## config.mk

```make
export PLATFORM = sky130hd
export DESIGN_NAME = demux8_burst_sched
export DESIGN_NICKNAME = d
export VERILOG_FILES = /design/src/rtl/demux8_pkg.sv /design/src/rtl/rr_pick8.sv /design/src/rtl/demux8_burst_sched.sv
export SDC_FILE = /design/constraint.sdc
export NUM_CORES = 1
export LEC_CHECK = 0
export CELL_PAD_IN_SITES_DETAIL_PLACEMENT = 1
export CELL_PAD_IN_SITES_GLOBAL_PLACEMENT = 1
export CORE_UTILIZATION = 33
export CTS_BUF_LIST = sky130_fd_sc_hd__clkbuf_16
export CTS_CLUSTER_DIAMETER = 30
export DETAILED_ROUTE_END_ITERATION = 12
export PLACE_DENSITY_LB_ADDON = 0.12
export SLEW_MARGIN = 0
export SYNTH_ARGS = -nofsm -noshare
export SYNTH_HDL_FRONTEND = slang
export SYNTH_SLANG_ARGS = --single-unit
```

## constraint.sdc

```tcl
create_clock -name clk -period 3.5 [get_ports clk]
set_input_delay 0.525 -clock clk [delete_from_list [all_inputs] [get_ports clk]]
set_output_delay 0.525 -clock clk [all_outputs]
set_load 0.1 [all_outputs]
```

## src/rtl/demux8_pkg.sv

```systemverilog
// Shared types and helpers for the 8-channel demux scheduler and its arbiters.
package demux8_pkg;

  localparam int NUM_CH = 8;
  localparam int SEL_W  = 3;

  typedef enum logic {
    ARB  = 1'b0,
    XFER = 1'b1
  } state_t;

  // Returns {found, idx}: first set bit of mask scanning ptr, ptr+1, ... with wrap.
  function automatic logic [SEL_W:0] rr_pick(input logic [NUM_CH-1:0] mask,
                                             input logic [SEL_W-1:0]  ptr);
    logic [SEL_W:0]   res;
    logic [SEL_W-1:0] idx;
    res = '0;
    // Walk from the farthest offset down so the nearest hit is written last.
    for (int i = NUM_CH - 1; i >= 0; i--) begin
      idx = ptr + SEL_W'(i);
      if (mask[idx]) res = {1'b1, idx};
    end
    return res;
  endfunction

endpackage

```

## src/rtl/rr_pick8.sv

```systemverilog
// Combinational rotate-priority encoder over an 8-bit request mask.
module rr_pick8
  import demux8_pkg::*;
(
  input  logic [NUM_CH-1:0] mask,
  input  logic [SEL_W-1:0]  ptr,
  output logic              found,
  output logic [SEL_W-1:0]  idx
);

  assign {found, idx} = rr_pick(mask, ptr);

endmodule

```

## src/rtl/demux8_burst_sched.sv

```systemverilog
// Round-robin burst scheduler sharing one valid/ready stream across 8 channels.
// Optional per-channel beat counters are built when DEMUX8_SCHED_STATS_EN is defined.
//
// state | meaning
// ARB   | pick next eligible channel from ptr; no data moves
// XFER  | granted channel sel owns the stream until the last beat of its burst
module demux8_burst_sched
  import demux8_pkg::*;
#(
  parameter int DATA_W    = 8,
  parameter int BURST_LEN = 4
) (
  input  logic              clk,
  input  logic              rst,
  input  logic [NUM_CH-1:0] chan_en,
  input  logic              in_valid,
  input  logic              in_last,
  input  logic [DATA_W-1:0] in_data,
  output logic              in_ready,
  input  logic [NUM_CH-1:0] out_ready,
  output logic [NUM_CH-1:0] out_valid,
  output logic [DATA_W-1:0] out_data,
  output logic [SEL_W-1:0]  sel,
  output logic              busy,
`ifdef DEMUX8_SCHED_STATS_EN
  input  logic [SEL_W-1:0]  stat_idx,
  input  logic              stat_clr,
  output logic [15:0]       stat_cnt,
`endif
  output logic              burst_done
);

  localparam int                CNT_W    = (BURST_LEN > 1) ? $clog2(BURST_LEN) : 1;
  localparam logic [CNT_W-1:0]  CNT_LAST = CNT_W'(BURST_LEN - 1);

  state_t           state_q, state_d;
  logic [SEL_W-1:0] ptr_q, ptr_d;
  logic [SEL_W-1:0] sel_q, sel_d;
  logic [CNT_W-1:0] beat_cnt_q, beat_cnt_d;
  logic             busy_q, busy_d;

  logic             win_found;
  logic [SEL_W-1:0] win_idx;
  logic             beat;
  logic             last_beat;

  rr_pick8 u_pick (
    .mask  (chan_en & out_ready),
    .ptr   (ptr_q),
    .found (win_found),
    .idx   (win_idx)
  );

  always_comb begin
    state_d    = state_q;
    ptr_d      = ptr_q;
    sel_d      = sel_q;
    beat_cnt_d = beat_cnt_q;
    busy_d     = busy_q;
    in_ready   = 1'b0;
    out_valid  = '0;
    out_data   = '0;
    beat       = 1'b0;
    last_beat  = 1'b0;
    case (state_q)
      ARB: begin
        if (in_valid && win_found) begin
          sel_d      = win_idx;
          beat_cnt_d = '0;
          busy_d     = 1'b1;
          state_d    = XFER;
        end
      end
      XFER: begin
        in_ready           = out_ready[sel_q];
        out_valid[sel_q]   = in_valid;
        out_data           = in_data;
        beat               = in_valid && out_ready[sel_q];
        last_beat          = beat && ((beat_cnt_q == CNT_LAST) || in_last);
        if (last_beat) begin
          beat_cnt_d = '0;
          ptr_d      = sel_q + SEL_W'(1);
          busy_d     = 1'b0;
          state_d    = ARB;
        end else if (beat) begin
          beat_cnt_d = beat_cnt_q + CNT_W'(1);
        end
      end
      default: state_d = ARB;
    endcase
  end

  always_ff @(posedge clk or posedge rst) begin
    if (rst) begin
      state_q    <= ARB;
      ptr_q      <= '0;
      sel_q      <= '0;
      beat_cnt_q <= '0;
      busy_q     <= 1'b0;
    end else begin
      state_q    <= state_d;
      ptr_q      <= ptr_d;
      sel_q      <= sel_d;
      beat_cnt_q <= beat_cnt_d;
      busy_q     <= busy_d;
    end
  end

  assign sel        = sel_q;
  assign busy       = busy_q;
  assign burst_done = last_beat;

`ifdef DEMUX8_SCHED_STATS_EN
  logic [15:0] stat_q [NUM_CH];
  logic [15:0] stat_d [NUM_CH];

  // Clear wins over a same-cycle beat; counters stick at all-ones.
  always_comb begin
    for (int i = 0; i < NUM_CH; i++) begin
      stat_d[i] = stat_q[i];
      if (stat_clr)
        stat_d[i] = '0;
      else if (beat && (sel_q == SEL_W'(i)) && (stat_q[i] != 16'hFFFF))
        stat_d[i] = stat_q[i] + 16'd1;
    end
  end

  always_ff @(posedge clk or posedge rst) begin
    if (rst) begin
      for (int i = 0; i < NUM_CH; i++) stat_q[i] <= '0;
    end else begin
      for (int i = 0; i < NUM_CH; i++) stat_q[i] <= stat_d[i];
    end
  end

  assign stat_cnt = stat_q[stat_idx];
`endif

endmodule

```

==> results.json, run 1 <==
{
  "hold_violations": 0,
  "synth-edff-count": 0,
  "reg2reg_to": "sel[0]",
  "hpwl_um": 4090,
  "post_cts.repair.setup_buffers": 0,
  "die_w_um": 69.5,
  "die_area_mm2": 0.00483,
  "synth_cell_types": 46,
  "clock.fmax_mhz": 347,
  "ant_nets": 0,
  "clk_latency_ns": 0.24,
  "rsz0062_at_grt": "false",
  "clkSinkCount": 10,
  "post-route-util_pct": 48.7,
  "nets": 278,
  "endpoint": "burst_done",
  "p_per_area_mw_per_mm2": 1090,
  "io_buffers": 49,
  "critPathRequiredTime_ns": 2.97,
  "h-tree-depth": 1,
  "cpPeakStageDelay_ns": 0.50,
  "critPathBufInv": 3,
  "drt-wirelength-per-cell_um": 16.8,
  "path_depth": 7,
  "yosys_warnings": 0,
  "core_mm2": 0.00435,
  "critPathLaunchType": "primary input",
  "p_leak_nw": 0.869,
  "period_needed_ns": 2.88,
  "post-place-ws_ns": 0.613,
  "ys_ff_latch": 10,
  "cts-hold-fix-buffers": 0,
  "rrSetupSlack_ns": 0.73,
  "worst_slew_pin_slew_ns": 0.965,
  "ff2ff_path_depth": 9,
  "cpMaxStageDelayCell": "mux4_2",
  "path_clk_slew_ns": 0.04,
  "grt_remaining_overflow": 0,
  "cp_max_fo": 4,
  "dr.pass1.iters": 4,
  "vias": 1665,
  "cp.arrival_ns": 2.36,
  "start_util_pct": 34.5,
  "worst_slack_ns": 0.615,
  "setup_viol": 0,
  "async_flop_share_pct": 100,
  "num_rows": 24,
  "grtUsageTotal_pct": 21.4,
  "finalCritPeriodShare_pct": 82.4,
  "cts_tree": "yes",
  "worstSetupPathType": "primary input to output pin",
  "synthCells": 195,
  "status": "finished, final reports clean",
  "io_pins": 50,
  "clockBufferDepth": 2,
  "synth_flop_cell": "dfrtp_1",
  "grt_pass1_vias": 1661,
  "maxCapViolations": 0,
  "grt_pass1_wl_um": 8240,
  "finalClockSkew_ns": 0.00513,
  "syn_area_mm2": 0.00150,
  "cts_resized": 0,
  "critical-path-top-delay-family": "buffers and inverters",
  "critPathLaunch": "out_ready[1]",
  "critPathCaptureType": "output pin",
  "regArea_um2": 250,
  "drive_gt1_share_pct": 20.0,
  "reg2reg_from": "ptr_q[1]",
  "syn-num-nets": 227,
  "antenna_cells": 0,
  "p_total_w": 0.00230,
  "wirelength_um": 4980,
  "grt_max_degree": 22,
  "die_h_um": 69.5,
  "fill_cells": 536,
  "cts_root_buffer": "clkbuf_16",
  "ys_seq_area_share_pct": 16.6,
  "hold_path.class": "flip-flop to flip-flop",
  "slew_violations": 0,
  "antenna_found_initial": 0,
  "drcViolationCount": 0,
  "syn_avg_cell_area_um2": 7.71,
  "hold-path-cell-count": 2,
  "multi_input_area_mm2": 0.00120,
  "numCtsBuffers": 3,
  "crit_path_cell_trace": "clkdlybuf4s50_1 -> mux4_2 -> mux2i_1 -> nor2b_4 -> o211ai_1 -> inv_1 -> buf_12",
  "routabilityCongestion": 0.878,
  "relSlewSlack_pct": 35.5,
  "viasPerCell": 5.61,
  "area_growth_pct": 41.0,
  "drtIter0Drc": 63,
  "ir_worst_vdd_mv": 0.475
}
-- registers in the layout, summed over array words and instances (netlist names) --
name and cells:
ptr_q 3, sel 3, beat_cnt_q 2, busy 1
state_q 1
-- cell type report --
class / count / area share, %
Clock buffer: 3 / 3.54
Clock inverter: 1 / 0.177
Inverter: 7 / 1.36
Multi-Input combinational cell: 169 / 56.5
Sequential cell: 10 / 11.8
Tap cell: 52 / 3.07
Timing Repair Buffer: 55 / 23.6
-- power breakdown --
| part | internal (W) | switching [W] |
|---|---|---|
| Sequential | 0.000169 | 0.000113 |
| Combinational | 0.000624 | 0.00119 |
| Clock | 0.000150 | 0.0000544 |
| Total | 0.000943 | 0.00136 |
-- routing by layer --
layer  global-route usage, %  vias up  wire length [um]
li1                        -      823                 -
met1                    29.2      802              2370
met2                    36.8       38              2430
met3                    3.05        2               156
met4                    2.72        0                19
met5                       0        -                 0
-- kinds of logic after synthesis --
kind of cell	share of synthesized area (%)
buf+inv	4.91
fa+ha+maj	3.33
simple gates	29.5
mux	20.8
compound gates	22.5
flops	16.6
xor+xnor	2.33
-- synthesized netlist by cell type (5+ instances only) --
master | n | area share, %
nand2_1 | 23 | 5.7
nor2_1 | 18 | 4.5
and2_1 | 16 | 6.7
o21ai_0 | 16 | 5.3
a21oi_1 | 12 | 4.0
nand3_1 | 12 | 4.0
dfrtp_1 | 10 | 17
mux4_2 | 9 | 13
nor3_1 | 6 | 2.0
clkbuf_1 | 5 | 1.2
inv_1 | 5 | 1.2
mux2i_1 | 5 | 3.3
-- worst reg2reg max path: cells and delay by family (launching register included) --
family,cells,cell delay [ns]
DFF,1,0.34
and+or+nand+nor,1,0.17
AOI/OAI and AO/OA,3,0.53
muxes,2,0.67
adders and majority gates,1,0.58
buffers and inverters,2,0.37
-- how the worst min path moves through the flow --
stage	start	slack, ns	to
2_1_floorplan	rst	0.37	beat_cnt_q[0]
3_3_place_gp	busy	0.46	busy
3_5_place_dp	busy	0.48	busy
4_1_cts	busy	0.49	busy
5_1_grt	busy	0.51	busy
6_report	busy	0.48	busy
-- per-stage QoR --
step	instance area (um2)	cells	hold WS, ns	setup TNS [ns]
3_3_place_gp	2040	293	0.464	0
4_1_cts	2120	297	0.487	0
5_1_grt	2120	297	0.512	0
3_5_place_dp	2040	293	0.477	0
2_1_floorplan	1520	195	0.365	-0.228
6_report	2120	297	0.479	0
-- cell usage in the layout (no fill, tap or decap), drive strengths merged, types with 6 or more instances in the layout --
cell	n
nor3	6
nand2	23
o21ai	17
buf	25
mux4	9
nor2	18
a21oi	12
dfrtp	10
clkdlybuf4s50	30
and2	16
inv	6
nand3	12
No activity file was read; power rests on OpenSTA's default activity.
==> run 2: changes to the inputs <==
--- a/config.mk
+++ b/config.mk
@@ -7,7 +7,7 @@
 export LEC_CHECK = 0
 export CELL_PAD_IN_SITES_DETAIL_PLACEMENT = 1
 export CELL_PAD_IN_SITES_GLOBAL_PLACEMENT = 1
-export CORE_UTILIZATION = 33
+export CORE_UTILIZATION = 30
 export CTS_BUF_LIST = sky130_fd_sc_hd__clkbuf_16
 export CTS_CLUSTER_DIAMETER = 30
 export DETAILED_ROUTE_END_ITERATION = 12
==> constraint.sdc (replaced) <==
create_clock -name clk -period 2.5 [get_ports clk]
set_input_delay 0.375 -clock clk [delete_from_list [all_inputs] [get_ports clk]]
set_output_delay 0.375 -clock clk [all_outputs]
set_load 0.1 [all_outputs]
==> results.json, run 2 (synthesis results as in run 1) <==
{
  "grt_remaining_overflow": 0,
  "placed_area_mm2": 0.00242,
  "area_growth_pct": 67.9,
  "critPathLaunchType": "flip-flop",
  "wirelength_um": 5880,
  "finalSetupTns_ns": 0,
  "critical-path-top-delay-family": "multiplexers",
  "worst_slew_pin_slew_ns": 0.553,
  "setup_viol": 0,
  "ant_nets": 0,
  "antenna_cells": 0,
  "clockBufferDepth": 2,
  "status": "finished, final reports clean",
  "clk_latency_ns": 0.24,
  "clock.fmax_mhz": 407,
  "grt_max_degree": 19,
  "cp_max_fo": 3,
  "rsz0062_at_grt": "true",
  "grt_pass1_wl_um": 8960,
  "cts_tree": "yes",
  "hpwl_um": 4690,
  "ff2ff_path_depth": 10,
  "antenna_found_initial": 0,
  "die_w_um": 72.8,
  "critPathCaptureType": "output pin",
  "finalCritPeriodShare_pct": 98.3,
  "ir_worst_vdd_mv": 0.725,
  "core_mm2": 0.00479,
  "drive_gt1_share_pct": 35.1,
  "num_rows": 25,
  "start_util_pct": 31.4,
  "relSlewSlack_pct": 62.8,
  "drt-wirelength-per-cell_um": 17.1,
  "critPathBufInv": 2,
  "crit_path_cell_trace": "mux4_2 -> mux2i_4 -> nor2b_4 -> o211ai_1 -> clkinvlp_4 -> buf_12",
  "cpPeakStageDelay_ns": 0.56,
  "io_pins": 50,
  "post-route-util_pct": 52.8,
  "drtIter0Drc": 49,
  "clkSinkCount": 10,
  "grtUsageTotal_pct": 23.0,
  "p_per_area_mw_per_mm2": 1510,
  "dp.cells": 338,
  "worstSetupPathType": "flip-flop to output pin",
  "path_depth": 6,
  "fin_area_mm2": 0.00252,
  "cts_root_buffer": "clkbuf_16",
  "mostFrequentLayoutCell": "buf_4",
  "slew_violations": 0,
  "dr.pass1.iters": 4,
  "hold_path.class": "primary input to async pin",
  "h-tree-depth": 1,
  "numCtsBuffers": 3,
  "period_needed_ns": 2.46,
  "critPathRequiredTime_ns": 2.12,
  "drcViolationCount": 0,
  "finalClockSkew_ns": 0.00223,
  "finalNonFillerCells": 343,
  "nets": 309,
  "maxCapViolations": 0,
  "grt_pass1_vias": 1784,
  "die_h_um": 72.8,
  "path_clk_slew_ns": 0.04,
  "routabilityCongestion": 0.878,
  "viasPerCell": 5.35,
  "p_leak_nw": 1.05,
  "hold_violations": 0,
  "vias": 1836,
  "cp.arrival_ns": 2.08,
  "cts-hold-fix-buffers": 0,
  "die_area_mm2": 0.00530,
  "cpMaxStageDelayCell": "mux4_2",
  "io_buffers": 49,
  "final_cell_mix": "49 x buf_4, 23 x nand2_1, 19 x clkdlybuf4s50_1, 16 x o21ai_0, 16 x and2_1"
}
-- run 2: final timing paths --
check	startpoint	endpoint	slack [ns]
setup reg to reg	ptr_q[0]	sel[2]	0.11
hold reg to reg	busy	busy	0.49
setup / recovery	sel[1]	burst_done	0.04
hold / removal	rst	ptr_q[1]	0.42
min in group clk	busy	busy	0.49
max in group asynchronous	rst	sel[2]	1.77
-- run 2: what timing repair did --
item / in CTS / in global routing
hold endpoints to repair: 0 / 0
endpoints found under the setup margin: 1 / 6
cloned: 0 / 0
buffers inserted: 1 / 0
pin swaps: 0 / 0
gates resized for setup: 9 / 7
-- run 2: final cells by class --
cell class              count  area, um2
multi-input cells         169       1240
clock buffers               3       75.1
well taps                  67       83.8
repair buffers             86        828
clock inverters             1       3.75
fillers                   595       2260
flip-flops and latches     10        260
inverters                   7       32.5
-- run 2: layer usage --
metal	GRT usage, %	wire, um	vias up
met5	0	0	-
met4	6.54	68	0
met3	1.93	244	4
met2	41.2	3010	54
met1	29.6	2550	893
li1	-	-	885
-- run 2: power by group --
group | internal, W | total (W) | switching (W) | leakage [nW]
combinational | 0.00124 | 0.00311 | 0.00187 | 0.894
clock | 0.000210 | 0.000290 | 0.0000795 | 0.0385
sequential | 0.000251 | 0.000413 | 0.000163 | 0.116
-- run 2: metrics by stage --
stage / setup slack (ns) / total power [W] / hold slack (ns)
after global routing: -0.0296 / 0.00401 / 0.485
after detailed placement: -0.175 / 0.00341 / 0.475
after global placement: -0.166 / 0.00335 / 0.465
final: 0.0413 / 0.00381 / 0.420
after CTS: 0.0190 / 0.00375 / 0.433
after floorplan: -0.407 / 0.00241 / 0.215
